### src/rtl/rst_seq_ctrl.sv
// rst_seq_ctrl: ordered reset sequencer for the SoC clock domain.
// Holds NUM_DOM resets until the PLL is stably locked, then releases them in
// index order, one every HOLD_CYC cycles. Restarts on lock loss, SW or WDT.
//
// Ports:
//   clk_i         SoC clock, rising edge
//   rst_i         synchronous active-high reset (cause = POR)
//   pll_locked_i  PLL lock flag, already synchronous to clk_i
//   sw_rst_req_i  one-cycle software reset request
//   wdt_expire_i  one-cycle watchdog expiry
//   dom_rst_o     per-domain reset, active high, bit 0 released first
//   seq_done_o    high in RUN with all domains released
//   busy_o        high whenever not in RUN
//   rst_cause_o   one-hot last cause: [0]POR [1]PLL [2]SW [3]WDT
module rst_seq_ctrl #(
    parameter int NUM_DOM  = 4,
    parameter int HOLD_CYC = 16,
    parameter int LOCK_CYC = 32,
    parameter int CNT_W    = 8
) (
    input  logic               clk_i,
    input  logic               rst_i,
    input  logic               pll_locked_i,
    input  logic               sw_rst_req_i,
    input  logic               wdt_expire_i,
    output logic [NUM_DOM-1:0] dom_rst_o,
    output logic               seq_done_o,
    output logic               busy_o,
    output logic [3:0]         rst_cause_o
);

    localparam int IDX_W = (NUM_DOM > 1) ? $clog2(NUM_DOM) : 1;

    localparam logic [3:0] CAUSE_POR = 4'b0001;
    localparam logic [3:0] CAUSE_PLL = 4'b0010;
    localparam logic [3:0] CAUSE_SW  = 4'b0100;
    localparam logic [3:0] CAUSE_WDT = 4'b1000;

    typedef enum logic [1:0] {
        ST_ASSERT,
        ST_WAIT_LOCK,
        ST_RELEASE,
        ST_RUN
    } state_t;

    state_t           state;
    logic [CNT_W-1:0] cnt;
    logic [IDX_W-1:0] idx;

    logic             restart;
    logic [3:0]       new_cause;
    logic             hold_end;
    logic             lock_end;
    logic             last_dom;

    assign hold_end = (cnt == CNT_W'(HOLD_CYC - 1));
    assign lock_end = (cnt == CNT_W'(LOCK_CYC - 1));
    assign last_dom = (idx == IDX_W'(NUM_DOM - 1));

    // Lock loss outranks WDT, which outranks SW. Only RUN and RELEASE
    // can restart; SW/WDT pulses elsewhere are dropped.
    always_comb begin
        restart   = 1'b0;
        new_cause = rst_cause_o;
        if (state == ST_RUN) begin
            if (!pll_locked_i) begin
                restart   = 1'b1;
                new_cause = CAUSE_PLL;
            end else if (wdt_expire_i) begin
                restart   = 1'b1;
                new_cause = CAUSE_WDT;
            end else if (sw_rst_req_i) begin
                restart   = 1'b1;
                new_cause = CAUSE_SW;
            end
        end else if (state == ST_RELEASE && !pll_locked_i) begin
            restart   = 1'b1;
            new_cause = CAUSE_PLL;
        end
    end

    always_ff @(posedge clk_i) begin
        if (rst_i) begin
            state       <= ST_ASSERT;
            cnt         <= '0;
            idx         <= '0;
            dom_rst_o   <= '1;
            seq_done_o  <= 1'b0;
            busy_o      <= 1'b1;
            rst_cause_o <= CAUSE_POR;
        end else if (restart) begin
            state       <= ST_ASSERT;
            cnt         <= '0;
            idx         <= '0;
            dom_rst_o   <= '1;
            seq_done_o  <= 1'b0;
            busy_o      <= 1'b1;
            rst_cause_o <= new_cause;
        end else begin
            unique case (state)
                ST_ASSERT: begin
                    dom_rst_o <= '1;
                    if (hold_end) begin
                        state <= ST_WAIT_LOCK;
                        cnt   <= '0;
                    end else begin
                        cnt <= cnt + 1'b1;
                    end
                end
                ST_WAIT_LOCK: begin
                    if (!pll_locked_i) begin
                        cnt <= '0;
                    end else if (lock_end) begin
                        state <= ST_RELEASE;
                        cnt   <= '0;
                        idx   <= '0;
                    end else begin
                        cnt <= cnt + 1'b1;
                    end
                end
                ST_RELEASE: begin
                    if (hold_end) begin
                        // Zero-fill shift drops exactly the lowest
                        // still-asserted bit, so one bit falls per step.
                        dom_rst_o <= dom_rst_o << 1;
                        cnt       <= '0;
                        if (last_dom) begin
                            state      <= ST_RUN;
                            idx        <= '0;
                            seq_done_o <= 1'b1;
                            busy_o     <= 1'b0;
                        end else begin
                            idx <= idx + 1'b1;
                        end
                    end else begin
                        cnt <= cnt + 1'b1;
                    end
                end
                ST_RUN: begin
                    dom_rst_o  <= '0;
                    seq_done_o <= 1'b1;
                    busy_o     <= 1'b0;
                end
                default: begin
                    state <= ST_ASSERT;
                end
            endcase
        end
    end

endmodule
### config.mk
export PLATFORM = sky130hd
export DESIGN_NAME = rst_seq_ctrl
export DESIGN_NICKNAME = d
export VERILOG_FILES = /design/src/rtl/rst_seq_ctrl.sv
export SDC_FILE = /design/constraint.sdc
export NUM_CORES = 1
export LEC_CHECK = 0
export CAP_MARGIN = 20
export CORE_MARGIN = 5
export CORE_UTILIZATION = 30
export CTS_CLUSTER_SIZE = 16
export DETAILED_ROUTE_END_ITERATION = 12
export GPL_TIMING_DRIVEN = 0
export PLACE_DENSITY = 0.55
export SLEW_MARGIN = 20
export SYNTH_ARGS = -nofsm -noshare
export SYNTH_HDL_FRONTEND = slang
export SYNTH_SLANG_ARGS = --single-unit
### constraint.sdc
create_clock -name clk_i -period 5.1 [get_ports clk_i]
set_clock_uncertainty 0.1 [all_clocks]
set_input_delay 0.51 -clock clk_i [delete_from_list [all_inputs] [get_ports clk_i]]
set_output_delay 0.51 -clock clk_i [all_outputs]
set_load 0.03 [all_outputs]
==> flow_metrics.env, run 1 <==
export IMPL_p_per_area_mw_per_mm2=225
export IMPL_final_period_utilization_pct=44.6
export IMPL_cp_cell_sequence="inv_1 -> ha_1 -> buf_2 -> o21ba_2 -> nor3_2 -> o31ai_1 -> a221o_1"
export IMPL_die_area_mm2=0.00509
export IMPL_grt_overflow=0
export IMPL_path_clk_slew_ns=0.08
export IMPL_setup_tns_final_ns=0
export IMPL_die_h_um=71.3
export IMPL_endpoint_kind="register"
export IMPL_cts_tree="done"
export IMPL_ys_warn_count=0
export IMPL_max_stage_delay_ns=0.45
export IMPL_ioPinCount=15
export IMPL_synth_avg_cell_area_um2=9.48
export IMPL_cp_required_ns=5.15
export IMPL_ys_async_sr_fraction_pct=0
export IMPL_synth_top_cells_by_count="dfxtp_1 (22), nor2_1 (17), nand2_1 (10)"
export IMPL_finalHoldViolations=0
export IMPL_synth_edf_count=0
export IMPL_clk_latency_ns=0.26
export IMPL_grt_max_degree=13
export IMPL_start_util_pct=30.8
export IMPL_root_buffer="clkbuf_8"
export IMPL_syn_cell_area_mm2=0.00113
export IMPL_fill_cells=381
export IMPL_maxCapViolations=0
export IMPL_io_buffers=14
export IMPL_post_route_util_pct=37.8
export IMPL_synth_distinct_cells=40
export IMPL_num_antenna_cells=0
export IMPL_synth_area_leaders="dfxtp_1 (39%), ha_1 (8.9%), nor2_1 (5.7%)"
export IMPL_final_min_clock_period_ns=2.27
export IMPL_first_global_vias=889
export IMPL_cts_resized=0
export IMPL_clk_path_buf_depth=2
export IMPL_rsz0062_at_grt="no"
export IMPL_synth_top_area_share_pct=39.0
export IMPL_tightest_slew_ns=0.514
export IMPL_syn_nets=132
export IMPL_die_width_um=71.3
export IMPL_vias=905
export IMPL_critical_path_class="register to register"
export IMPL_dp_hpwl_um=1710
export IMPL_power_total_w=0.000312
export IMPL_ir_drop_uv=106
export IMPL_remaining_drc_errors=0
export IMPL_final_setup_viol_count=0
export IMPL_coreArea_mm2=0.00366
export IMPL_synth_top_cell_by_area="dfxtp_1"
export IMPL_via_per_inst=4.89
export IMPL_cts_hold_buffers_added=0
export IMPL_drt_iter0_markers=35
export IMPL_synth_most_common_cell="dfxtp_1"
export IMPL_drv_slew=0
export IMPL_startpoint_type="register"
export IMPL_timing_critical_path_buf_inv=2
export IMPL_crit_slowest_cell="dfxtp_1"
export IMPL_cts_sinks=22
export IMPL_dr_pass1_iters=4
export IMPL_routedWlPerCell_um=12.0
export IMPL_slew_headroom_pct=65.4
export IMPL_ctsHtreeMaxLevel=1
export IMPL_critical_path_top_delay_family="compound AO/OA/AOI/OAI gates"
export IMPL_ys_ff_latch=22
export IMPL_fp_row_count=22
export IMPL_yosysSeqAreaShare_pct=39.0
export IMPL_hold_class="register to register"
export IMPL_drive_above_1_share_pct=10.9
export IMPL_p_leak_nw=0.527
export IMPL_grt_pass1_wl_um=3900
export IMPL_cp_arrival_ns=2.33
export IMPL_cp_max_fo=10
export IMPL_status="finished, final reports clean"
export IMPL_fmax_mhz=440
export IMPL_drt_wl_total_um=2230
export IMPL_numCtsBuffers=3
export IMPL_nets=151
export IMPL_holdWs_ns=0.370
export IMPL_ys_flop_type="dfxtp_1"
export IMPL_grtUsageTotal_pct=9.30
export IMPL_cts_setup_buffers=0
export IMPL_final_antenna_net_count=0
export IMPL_synth_cells=119
export IMPL_synthToLayoutAreaGrowth_pct=22.6
export IMPL_gp_congestion=0.749
export IMPL_antenna_found_initial=0
## power breakdown
group	switching [W]	total [W]	internal, W
combinational	0.00000650	0.0000136	0.00000710
clock	0.0000540	0.000123	0.0000687
sequential	0.00000200	0.000176	0.000174
total	0.0000625	0.000312	0.000249
## layout by cell type (no fill, tap or decap), drive strengths merged, types with 2 or more instances in the layout
master and n:
dfxtp 22, nor2 17, clkdlybuf4s50 14, nand2 10, ha 8, inv 5
a21oi 5, clkbuf 5, o31ai 4, xor2 3, nand4b 3, xnor2 3
a21o 3, a221o 3, nor3 3, nand3 2, o21ai 2, or3 2
mux2i 2, nor3b 2, buf 2, or4b 2
## layer usage
metal | track usage, % | wire [um]
met2 | 15.4 | 1060
met1 | 11.5 | 1100
met3 | 1.54 | 38
met4 | 5.01 | 27
met5 | 0 | 0
## registers in the layout, indices dropped and copies added (netlist names)
| signal | cells |
|---|---|
| dom_rst_o | 4 |
| seq_done_o | 1 |
| state | 2 |
| idx | 2 |
| busy_o | 1 |
| rst_cause_o | 4 |
| cnt | 8 |
## logic make-up (layout without fill, tap and decap cells)
family          Yosys count  count (layout)  share of synthesized area (%)
compound gates           26              26                           18.7
mux                       3               3                           2.77
fa+ha+maj                 8               8                           8.87
xor+xnor                  6               6                           4.66
simple gates             46              46                           22.8
flops                    22              22                           39.0
buf+inv                   8              26                           3.10
## cell type report
cell class | instances | area (um^2) | share of cell area [%]
Clock buffer | 4 | 55.1 | 3.98
Sequential cell | 22 | 440 | 31.8
Tap cell | 48 | 60.1 | 4.34
Timing Repair Buffer | 14 | 140 | 10.1
Buffer | 3 | 16.3 | 1.18
Multi-Input combinational cell | 89 | 653 | 47.2
Inverter | 5 | 18.8 | 1.36
## worst paths after layout
kind | to | slack (ns) | start | cells past startpoint
min reg2reg | busy_o | 0.37 | busy_o | 2
min | busy_o | 0.37 | busy_o | 2
max | dom_rst_o[2] | 2.83 | state[0] | 7
max reg2reg | dom_rst_o[2] | 2.83 | state[0] | 7
## through the flow
step | instances | worst slack, ns | instance area, um^2
floorplan | 119 | 3.11 | 1130
global placement | 181 | 2.80 | 1330
detailed placement | 181 | 2.77 | 1330
CTS | 185 | 2.80 | 1380
global route | 185 | 2.68 | 1380
finish | 185 | 2.83 | 1380
## tightest hold or removal path: cells and delay by family (launching register included)
| kind | cells | cell delay (ns) |
|---|---|---|
| buf+inv | 1 | 0.05 |
| compound gates | 1 | 0.06 |
| flops | 1 | 0.31 |
Power figures use the tool's default switching activity.
==> run 2: changes to the inputs <==
Settings changed: PLACE_DENSITY 0.55 to 0.56.
Clock period 5.1 ns to 1.9 ns, I/O delays scaled along.
==> run 2 against run 1 <==
Non-clock buffer count increased by 6. Combinational power increased to 3.5 times the previous value. Final area increased by 12%. Count of clock-buffer cells in the layout unchanged. Cell count increased by 3.2%. Sequential power increased to 2.7 times the previous value. Power increased to 2.7 times the previous value. Routed wire length increased by 6.2%. Via count increased by 4.4%. Critical path depth decreased by 1. First-iteration DRC count decreased by 17%. Worst hold slack got worse by 0.0035 ns.
==> flow_metrics.env, run 2 (same netlist as run 1, synthesis figures left out) <==
export IMPL_ff2ff_setup_slack_ns=0.05
export IMPL_final_setup_viol_count=0
export IMPL_clk_latency_ns=0.26
export IMPL_gp_congestion=0.699
export IMPL_post_route_util_pct=42.5
export IMPL_drt_wl_total_um=2370
export IMPL_drive_above_1_share_pct=26.6
export IMPL_reg2reg_from="state[0]"
export IMPL_clkPwrFrac_pct=39.3
export IMPL_dr_pass1_iters=4
export IMPL_via_per_inst=4.95
export IMPL_p_per_area_mw_per_mm2=550
export IMPL_p_int_w=0.000675
export IMPL_pre_cts_slack_ns=-0.203
export IMPL_status="finished, final reports clean"
export IMPL_r2r_cells=6
export IMPL_fin_ws_ns=0.0506
export IMPL_io_buffers=14
export IMPL_grt_overflow=0
export IMPL_drt_iter0_markers=29
export IMPL_combinationalPowerShare_pct=5.6
export IMPL_setup_tns_final_ns=0
export IMPL_swShare_pct=21.0
export IMPL_endpoint_kind="register"
export IMPL_first_global_vias=854
export IMPL_die_width_um=71.3
export IMPL_min_path_cells=1
export IMPL_postLayoutCellArea_mm2=0.00156
export IMPL_die_h_um=71.3
export IMPL_final_antenna_net_count=0
export IMPL_cp_arrival_ns=1.95
export IMPL_num_antenna_cells=0
export IMPL_numCtsBuffers=3
export IMPL_fmax_mhz=541
export IMPL_antenna_found_initial=0
export IMPL_routedWlPerCell_um=12.4
export IMPL_finalHoldViolations=0
export IMPL_start_util_pct=30.8
export IMPL_final_cell_mix="dfxtp_1 (18), nor2_1 (17), clkdlybuf4s50_1 (14)"
export IMPL_postPlaceCellArea_mm2=0.00134
export IMPL_path_clk_slew_ns=0.08
export IMPL_coreArea_mm2=0.00366
export IMPL_dp_hpwl_um=1700
export IMPL_p_seq_share_pct=55.0
export IMPL_cp_max_fo=5
export IMPL_cp_required_ns=2.00
export IMPL_p_leak_nw=0.576
export IMPL_cts_hold_buffers_added=0
export IMPL_startpoint_type="register"
export IMPL_nets=157
export IMPL_grtUsageTotal_pct=9.53
export IMPL_largest_register="cnt"
export IMPL_drv_slew=0
export IMPL_rsz0062_at_grt="yes"
export IMPL_min_from="rst_cause_o[0]"
export IMPL_ctsHtreeMaxLevel=1
export IMPL_grt_pass1_wl_um=3950
export IMPL_slew_headroom_pct=74.6
export IMPL_final_common_cell="dfxtp_1"
export IMPL_remaining_drc_errors=0
export IMPL_root_buffer="clkbuf_8"
export IMPL_clk_path_buf_depth=2
export IMPL_synthToLayoutAreaGrowth_pct=37.8
export IMPL_min_to="rst_cause_o[0]"
export IMPL_die_area_mm2=0.00509
export IMPL_grt_max_degree=13
export IMPL_reg_largest_list="cnt x8, dom_rst_o x4, rst_cause_o x4"
export IMPL_r2r_end="idx[0]"
export IMPL_final_min_clock_period_ns=1.85
export IMPL_cts_tree="done"
export IMPL_critical_path_class="register to register"
export IMPL_ir_drop_uv=242
export IMPL_largest_reg_flops=8
export IMPL_switching_power_w=0.000180
export IMPL_maxCapViolations=0
export IMPL_vias=945
export IMPL_cts_sinks=22
export IMPL_fp_row_count=22
export IMPL_ioPinCount=15
export IMPL_hold_class="register to register"
export IMPL_tightest_slew_ns=0.380
export IMPL_final_period_utilization_pct=97.3
run 2: through the flow:
step | power (W) | cells | hold slack [ns]
floorplan | 0.000502 | 119 | 0.162
global placement | 0.000518 | 181 | 0.338
detailed placement | 0.000520 | 181 | 0.344
CTS | 0.000855 | 188 | 0.368
global route | 0.000901 | 191 | 0.387
finish | 0.000855 | 191 | 0.366
run 2: critical path, stage by stage, from the launching register on:
cell	delay [ns]
dfxtp_4	0.40
inv_4	0.05
ha_4	0.16
and4b_1	0.28
o2111ai_2	0.12
or4b_1	0.55
a21oi_2	0.12
run 2: power groups by stage:
stage / sequential (W) / clock (W) / combinational [W]
after floorplan: 0.000481 / 0 / 0.0000205
after global placement: 0.000482 / 0 / 0.0000364
after detailed placement: 0.000483 / 0 / 0.0000377
after CTS: 0.000470 / 0.000342 / 0.0000434
after global routing: 0.000472 / 0.000375 / 0.0000542
final: 0.000470 / 0.000336 / 0.0000482
run 2: metal layers:
metal  up-vias  GRT usage, %  routed length [um]
met5         -             0                   0
met4         0          4.18                  52
met2        14          14.9                1110
li1        480             -                   -
met3         7          2.38                 107
met1       444          12.4                1100
run 2: worst max path at each step:
stage	start	endpoint	slack, ns	cells after the start
2_1_floorplan	state[0]	dom_rst_o[1]	0.003	7
5_1_grt	state[0]	cnt[0]	-0.05	7
6_report	state[0]	idx[0]	0.05	6
3_3_place_gp	state[0]	dom_rst_o[1]	-0.17	7
4_1_cts	state[0]	cnt[6]	0.004	6
3_5_place_dp	state[0]	dom_rst_o[1]	-0.20	7
run 2: timing repair:
action	4_1_cts	5_1_grt
gates resized for setup	8	19
endpoints found under the setup margin	15	14
buffers inserted	3	4
pin swaps	5	9
run 2: cell type report:
cell class	count	area, um^2
well taps	48	60.1
fillers	360	2110
multi-input cells	89	752
repair buffers	21	196
inverters	5	21.3
flip-flops and latches	22	455
clock buffers	4	55.1
plain buffers	2	15.0
